--- config.mk ---
export PLATFORM = sky130hd
export DESIGN_NAME = scrambler_ctrl
export DESIGN_NICKNAME = d
export VERILOG_FILES = /design/src/rtl/scrambler_ctrl.sv
export SDC_FILE = /design/constraint.sdc
export NUM_CORES = 1
export LEC_CHECK = 0
export CAP_MARGIN = 10
export CORE_MARGIN = 2
export CORE_UTILIZATION = 43
export DETAILED_ROUTE_END_ITERATION = 10
export PLACE_DENSITY = 0.92
export SETUP_SLACK_MARGIN = 0.15
export SYNTH_ARGS = -nofsm -noshare
export SYNTH_HDL_FRONTEND = slang
export SYNTH_SLANG_ARGS = --single-unit
--- constraint.sdc ---
create_clock -name pclk -period 2.7 [get_ports pclk]
set_clock_uncertainty 0.1 [all_clocks]
set_input_delay 0.54 -clock pclk [delete_from_list [all_inputs] [get_ports pclk]]
set_output_delay 0.54 -clock pclk [all_outputs]
set_load 0.01 [all_outputs]
--- src/rtl/scrambler_ctrl.sv ---
// scrambler_ctrl: sequences the TX 32-bit scrambler LFSR for 4-symbol-wide lanes.
// Classifies each accepted word as data or ordered set, drives the LFSR reset
// and advance strobes, XORs the keystream onto data bytes and forwards the
// result through one registered valid/ready stage.
//
// Optional build macro SCR_CTRL_STATS_EN: adds the com_cnt[15:0] output, a
// saturating count of accepted byte-0 COM words.
//
// state   | meaning
// --------+------------------------------------------------------------
// ST_DATA | words are data (scrambled) unless byte 0 carries a COM
// ST_OS   | inside a multi-word TS1/TS2; words pass unscrambled, os_cnt
//         | words remain after the current one
module scrambler_ctrl #(
    parameter int          TS_WORDS = 4,
    parameter logic [7:0]  COM_SYM  = 8'hBC,
    parameter logic [7:0]  SKP_SYM  = 8'h1C,
    parameter logic [7:0]  FTS_SYM  = 8'h3C,
    parameter logic [7:0]  IDL_SYM  = 8'h7C
) (
    input  logic        pclk,
    input  logic        reset_n,
    input  logic        in_valid,
    output logic        in_ready,
    input  logic [31:0] in_data,
    input  logic [3:0]  in_datak,
    input  logic        scr_disable,
    input  logic [31:0] lfsr_data,
    output logic        lfsr_rst,
    output logic        lfsr_adv,
    output logic        out_valid,
    input  logic        out_ready,
    output logic [31:0] out_data,
    output logic [3:0]  out_datak,
    output logic        err_misalign
`ifdef SCR_CTRL_STATS_EN
    ,
    output logic [15:0] com_cnt
`endif
);

    localparam logic [0:0] ST_DATA = 1'b0;
    localparam logic [0:0] ST_OS   = 1'b1;
    localparam logic [7:0] OS_LOAD = 8'(TS_WORDS - 2);

    logic [0:0]  state, state_nxt;
    logic [7:0]  os_cnt, os_cnt_nxt;
    logic        acc;
    logic        com0;
    logic        one_word_os;
    logic        misalign;
    logic        scr_word;
    logic [31:0] scr_data;

    assign in_ready = !out_valid | out_ready;
    // Reset gates the strobes so the LFSR is never touched while reset is held.
    assign acc      = in_valid & in_ready & reset_n;

    assign com0 = in_datak[0] & (in_data[7:0] == COM_SYM);

    assign one_word_os = in_datak[1] &
                         ((in_data[15:8] == SKP_SYM) ||
                          (in_data[15:8] == FTS_SYM) ||
                          (in_data[15:8] == IDL_SYM));

    assign misalign = (in_datak[1] & (in_data[15:8]  == COM_SYM)) |
                      (in_datak[2] & (in_data[23:16] == COM_SYM)) |
                      (in_datak[3] & (in_data[31:24] == COM_SYM));

    // Word classification, LFSR strobes and next-state selection.
    // A byte-0 COM always wins, also inside an OS, so a truncated OS restarts.
    always_comb begin
        lfsr_rst   = 1'b0;
        lfsr_adv   = 1'b0;
        scr_word   = 1'b0;
        state_nxt  = state;
        os_cnt_nxt = os_cnt;
        if (acc) begin
            if (com0) begin
                lfsr_rst = 1'b1;
                if (one_word_os) begin
                    state_nxt = ST_DATA;
                end else begin
                    state_nxt  = ST_OS;
                    os_cnt_nxt = OS_LOAD;
                end
            end else if (state == ST_OS) begin
                lfsr_adv = 1'b1;
                if (os_cnt == 8'd0) begin
                    state_nxt = ST_DATA;
                end else begin
                    os_cnt_nxt = os_cnt - 8'd1;
                end
            end else begin
                lfsr_adv = 1'b1;
                scr_word = 1'b1;
            end
        end
    end

    // Byte-wise keystream application; K bytes still consume their keystream byte.
    always_comb begin
        scr_data = in_data;
        for (int i = 0; i < 4; i++) begin
            if (scr_word && !in_datak[i] && !scr_disable) begin
                scr_data[8*i +: 8] = in_data[8*i +: 8] ^ lfsr_data[8*i +: 8];
            end
        end
    end

    // Classification state; only moves on an accepted word.
    always_ff @(posedge pclk or negedge reset_n) begin
        if (!reset_n) begin
            state  <= ST_DATA;
            os_cnt <= 8'd0;
        end else if (acc) begin
            state  <= state_nxt;
            os_cnt <= os_cnt_nxt;
        end
    end

    // Output register stage; holds while stalled.
    always_ff @(posedge pclk or negedge reset_n) begin
        if (!reset_n) begin
            out_valid    <= 1'b0;
            out_data     <= 32'd0;
            out_datak    <= 4'd0;
            err_misalign <= 1'b0;
        end else begin
            if (in_ready) begin
                out_valid <= in_valid;
            end
            if (acc) begin
                out_data     <= scr_data;
                out_datak    <= in_datak;
                err_misalign <= misalign;
            end
        end
    end

`ifdef SCR_CTRL_STATS_EN
    // Saturating count of accepted byte-0 COM words.
    always_ff @(posedge pclk or negedge reset_n) begin
        if (!reset_n) begin
            com_cnt <= 16'd0;
        end else if (acc && com0 && (com_cnt != 16'hFFFF)) begin
            com_cnt <= com_cnt + 16'd1;
        end
    end
`endif

endmodule

==> results.md <==
- Most common cell after layout, fill and taps aside: clkdlybuf4s50_1
- Initial cell density of the core: a little over two fifths
- Post-Syn Area: 2750 um^2
- Critical-path top delay cell: clkdlybuf4s50_1
- Comb power frac: between 30% and 40%
- Sequential fraction of the synthesis area: about 43%
- Routed Antenna Nets: 0
- Clk sink count: 47
- Worst-Margin Slew: about 600 ps
- Mapped Cells: 311
- Row count: 29
- Total vias in the final route: ~2800
- Worst-Skew Late Latency: 300 ps
- Post-Syn Area per Cell: around 9 um^2
- Synthesized Nets: ~390
- Die height: around 84 um
- Max-slew headroom: about three fifths
- Cell family with most CP delay: simple AND/OR/NAND/NOR gates
- Vias in the first global route: 2818
- Crit path time final: between 2000 and 3000 ps
- Worst EP arrival: 1870 ps
- Setup WS post-layout: about 190 ps
- Place WS: -511 ps
- Root Driver: clkbuf_8
- Setup-failing EPs final: 0
- IO Count: 114
- Wire length per cell: around 15 um
- Unrepaired setup endpoints after global routing: false
- Clk slew on worst S/H paths: 80 ps
- DRC viols: 0
- Hold Crit Class: input port to asynchronous set/reset pin
- Max-Cap Viols: 0
- CP Buf/Inv Count: 2
- Filler cells: between 400 and 500
- GPL Wtd Cong: between 0.7 and 0.8
- Core area: between 6000 and 7000 um^2
- Startpoint types: input port
- Switching power: between 0.5 and 0.6 mW
- Fin crit share: 92.9%
- DRT Pass-1 Iters: 4
- Drt total wl: between 8 and 9 mm
- Leakage power: 1.79 nW
- First-pass GRT wire length: roughly 13 mm
- Setup crit end kind: output pin
- Largest net degree at the start of global routing: 55
- Clock power frac: 21.5%
- Die ar.: around 7000 um^2
- Iteration-0 DRC Markers: approximately 160
- Worst path cell trace: clkdlybuf4s50_1, nand3_2, or4_4, nor2_4, buf_6
- Final Hold Fails: 0
- Util after Layout: 68.8%
- Distinct cells, synth: 38
- Overall Global Routing Usage: 23.6%
- Initial antenna violation count: 0
- Yosys reg bits: 47
- Vias/cell: approximately 5.3
- Area grow syn2layout: 57.3%
- Share of post-route cells with drive strength above 1: between 10 and 15%
- Port buffer count: about 110
- Most frequent cells in the layout: clkdlybuf4s50_1, nand2_1, dfrtp_1
- Fmax: ~400 MHz
- Seq pwr share: 45.5%
- Final HPWL DP: 5.86 mm
- Max Fanout on Critical Path: 3
- Critical path's largest stage delay: roughly 510 ps
- Max IR drop VDD: between 0.3 and 0.4 mV
- Max Buffers Root-to-Sink: 2
- Type of the worst setup path: input port to output pin
- Die X: 83.9 um
- Status: complete, no violations
- Htree depth: 2
- Required time of the critical path: ~2000 ps
- Power per cell area: between 400 and 500 nW/um^2
- YS warnings: 0
- Post-layout nets: 519
- Cts bufs inserted: 5
- Pins Over Slew Limit: 0
- Int Pwr: between 1 and 1.5 mW
- Switching share of power: roughly 29%
- Gr ovfl total: 0
- CTS tree: built
- Min Hold Slack: ~270 ps
## stage by stage
| stage | power [mW] | cells | instance area [um^2] | TNS [ps] |
|---|---|---|---|---|
| after floorplan | 1.08 | 311 | 2750 | 0 |
| after global placement | 1.46 | 508 | 4100 | -3620 |
| after detailed placement | 1.48 | 508 | 4100 | -5260 |
| after CTS | 1.88 | 520 | 4290 | 0 |
| after global routing | 1.97 | 522 | 4320 | 0 |
| final | 1.87 | 523 | 4320 | 0 |
## registers in the layout, indices dropped and copies added (netlist names)
name	count
out_valid	1
err_misalign	1
out_data	32
out_datak	4
state	1
os_cnt	8
## layout make-up
cell class / instances / area (um^2) / share of cell area [%]
clock buffers: 7 / 76.3 / 1.77
inverters: 3 / 11.3 / 0.261
flip-flops and latches: 47 / 1180 / 27.2
diodes: 1 / 2.50 / 0.0580
multi-input cells: 238 / 1520 / 35.2
well taps: 77 / 96.3 / 2.23
clock inverters: 1 / 5.00 / 0.116
repair buffers: 149 / 1430 / 33.1
## cells in the mapped netlist
| cell | number | share of area (%) |
|---|---|---|
| mux2i_1 | 1 | 0.36 |
| xor2_1 | 32 | 10 |
| nor2_1 | 8 | 1.1 |
| and3_1 | 2 | 0.46 |
| inv_1 | 3 | 0.41 |
| or2_0 | 1 | 0.23 |
| mux2_4 | 1 | 0.55 |
| ha_1 | 2 | 0.91 |
| nand3_1 | 28 | 5.1 |
| or4b_4 | 1 | 0.50 |
| a21oi_2 | 2 | 0.64 |
| nand2b_1 | 3 | 0.68 |
| nand2_1 | 50 | 6.8 |
| dfrtp_1 | 47 | 43 |
| nor4_1 | 2 | 0.46 |
| or4_1 | 4 | 1.1 |
| o211ai_1 | 1 | 0.27 |
| o21ai_1 | 37 | 6.7 |
| or4_4 | 1 | 0.41 |
| clkbuf_1 | 16 | 2.2 |
| nand4_1 | 15 | 3.4 |
| nand4b_1 | 1 | 0.32 |
| a21oi_1 | 4 | 0.73 |
| nor3_1 | 1 | 0.18 |
| buf_2 | 4 | 0.73 |
| nor4bb_1 | 2 | 0.73 |
| nor2b_1 | 1 | 0.23 |
| or2_1 | 2 | 0.46 |
| a41oi_1 | 1 | 0.32 |
| buf_1 | 3 | 0.41 |
| and3b_1 | 2 | 0.64 |
| buf_6 | 1 | 0.41 |
| nor3b_1 | 24 | 6.6 |
| or3_1 | 3 | 0.68 |
| o41ai_2 | 1 | 0.59 |
| mux2i_4 | 1 | 0.82 |
| nor2_2 | 1 | 0.23 |
| or3_2 | 2 | 0.55 |
## what timing repair did
item / in CTS / in global routing
pin swaps: 4 / 2
resized for setup: 21 / 5
setup endpoints to repair: 10 / 10
hold buffers: 0 / 0
cloned: 1 / 1
buffers inserted: 3 / 1
## power groups by stage
| stage | logic (mW) | clock network (mW) | registers (mW) |
|---|---|---|---|
| floorplan | 0.177 | 0 | 0.908 |
| global placement | 0.595 | 0 | 0.861 |
| detailed placement | 0.611 | 0 | 0.866 |
| CTS | 0.616 | 0.410 | 0.853 |
| global route | 0.666 | 0.436 | 0.866 |
| finish | 0.617 | 0.403 | 0.853 |
## per-layer routing
layer / up-vias / part of all wire (%) / GRT usage, %
met5: - / 0 / 0
met4: 0 / 1.5 / 7.48
met3: 9 / 5.3 / 4.65
met2: 99 / 51 / 42.5
met1: 1333 / 42 / 28.2
li1: 1357 / - / -
## final timing paths
kind / start / depth (start not counted) / slack [ps] / endpoint
worst min-delay path: reset_n / 2 / 270 / out_valid
worst min register to register: out_datak[3] / 2 / 390 / out_datak[3]
worst max register to register: os_cnt[2] / 5 / 310 / os_cnt[1]
max in group asynchronous: reset_n / 2 / 1820 / state
worst max-delay path: in_data[3] / 5 / 190 / lfsr_rst
min in group pclk: out_datak[3] / 2 / 390 / out_datak[3]
## cell families after synthesis
logic type,Yosys count,share of synthesized area [%]
AOI/OAI and AO/OA,46,9.30
xor gates and xnor gates,32,10.2
adders and majority gates,2,0.911
buffers and inverters,27,4.15
DFF,47,42.8
muxes,3,1.73
and+or+nand+nor,154,30.9
Power figures use the tool's default switching activity.
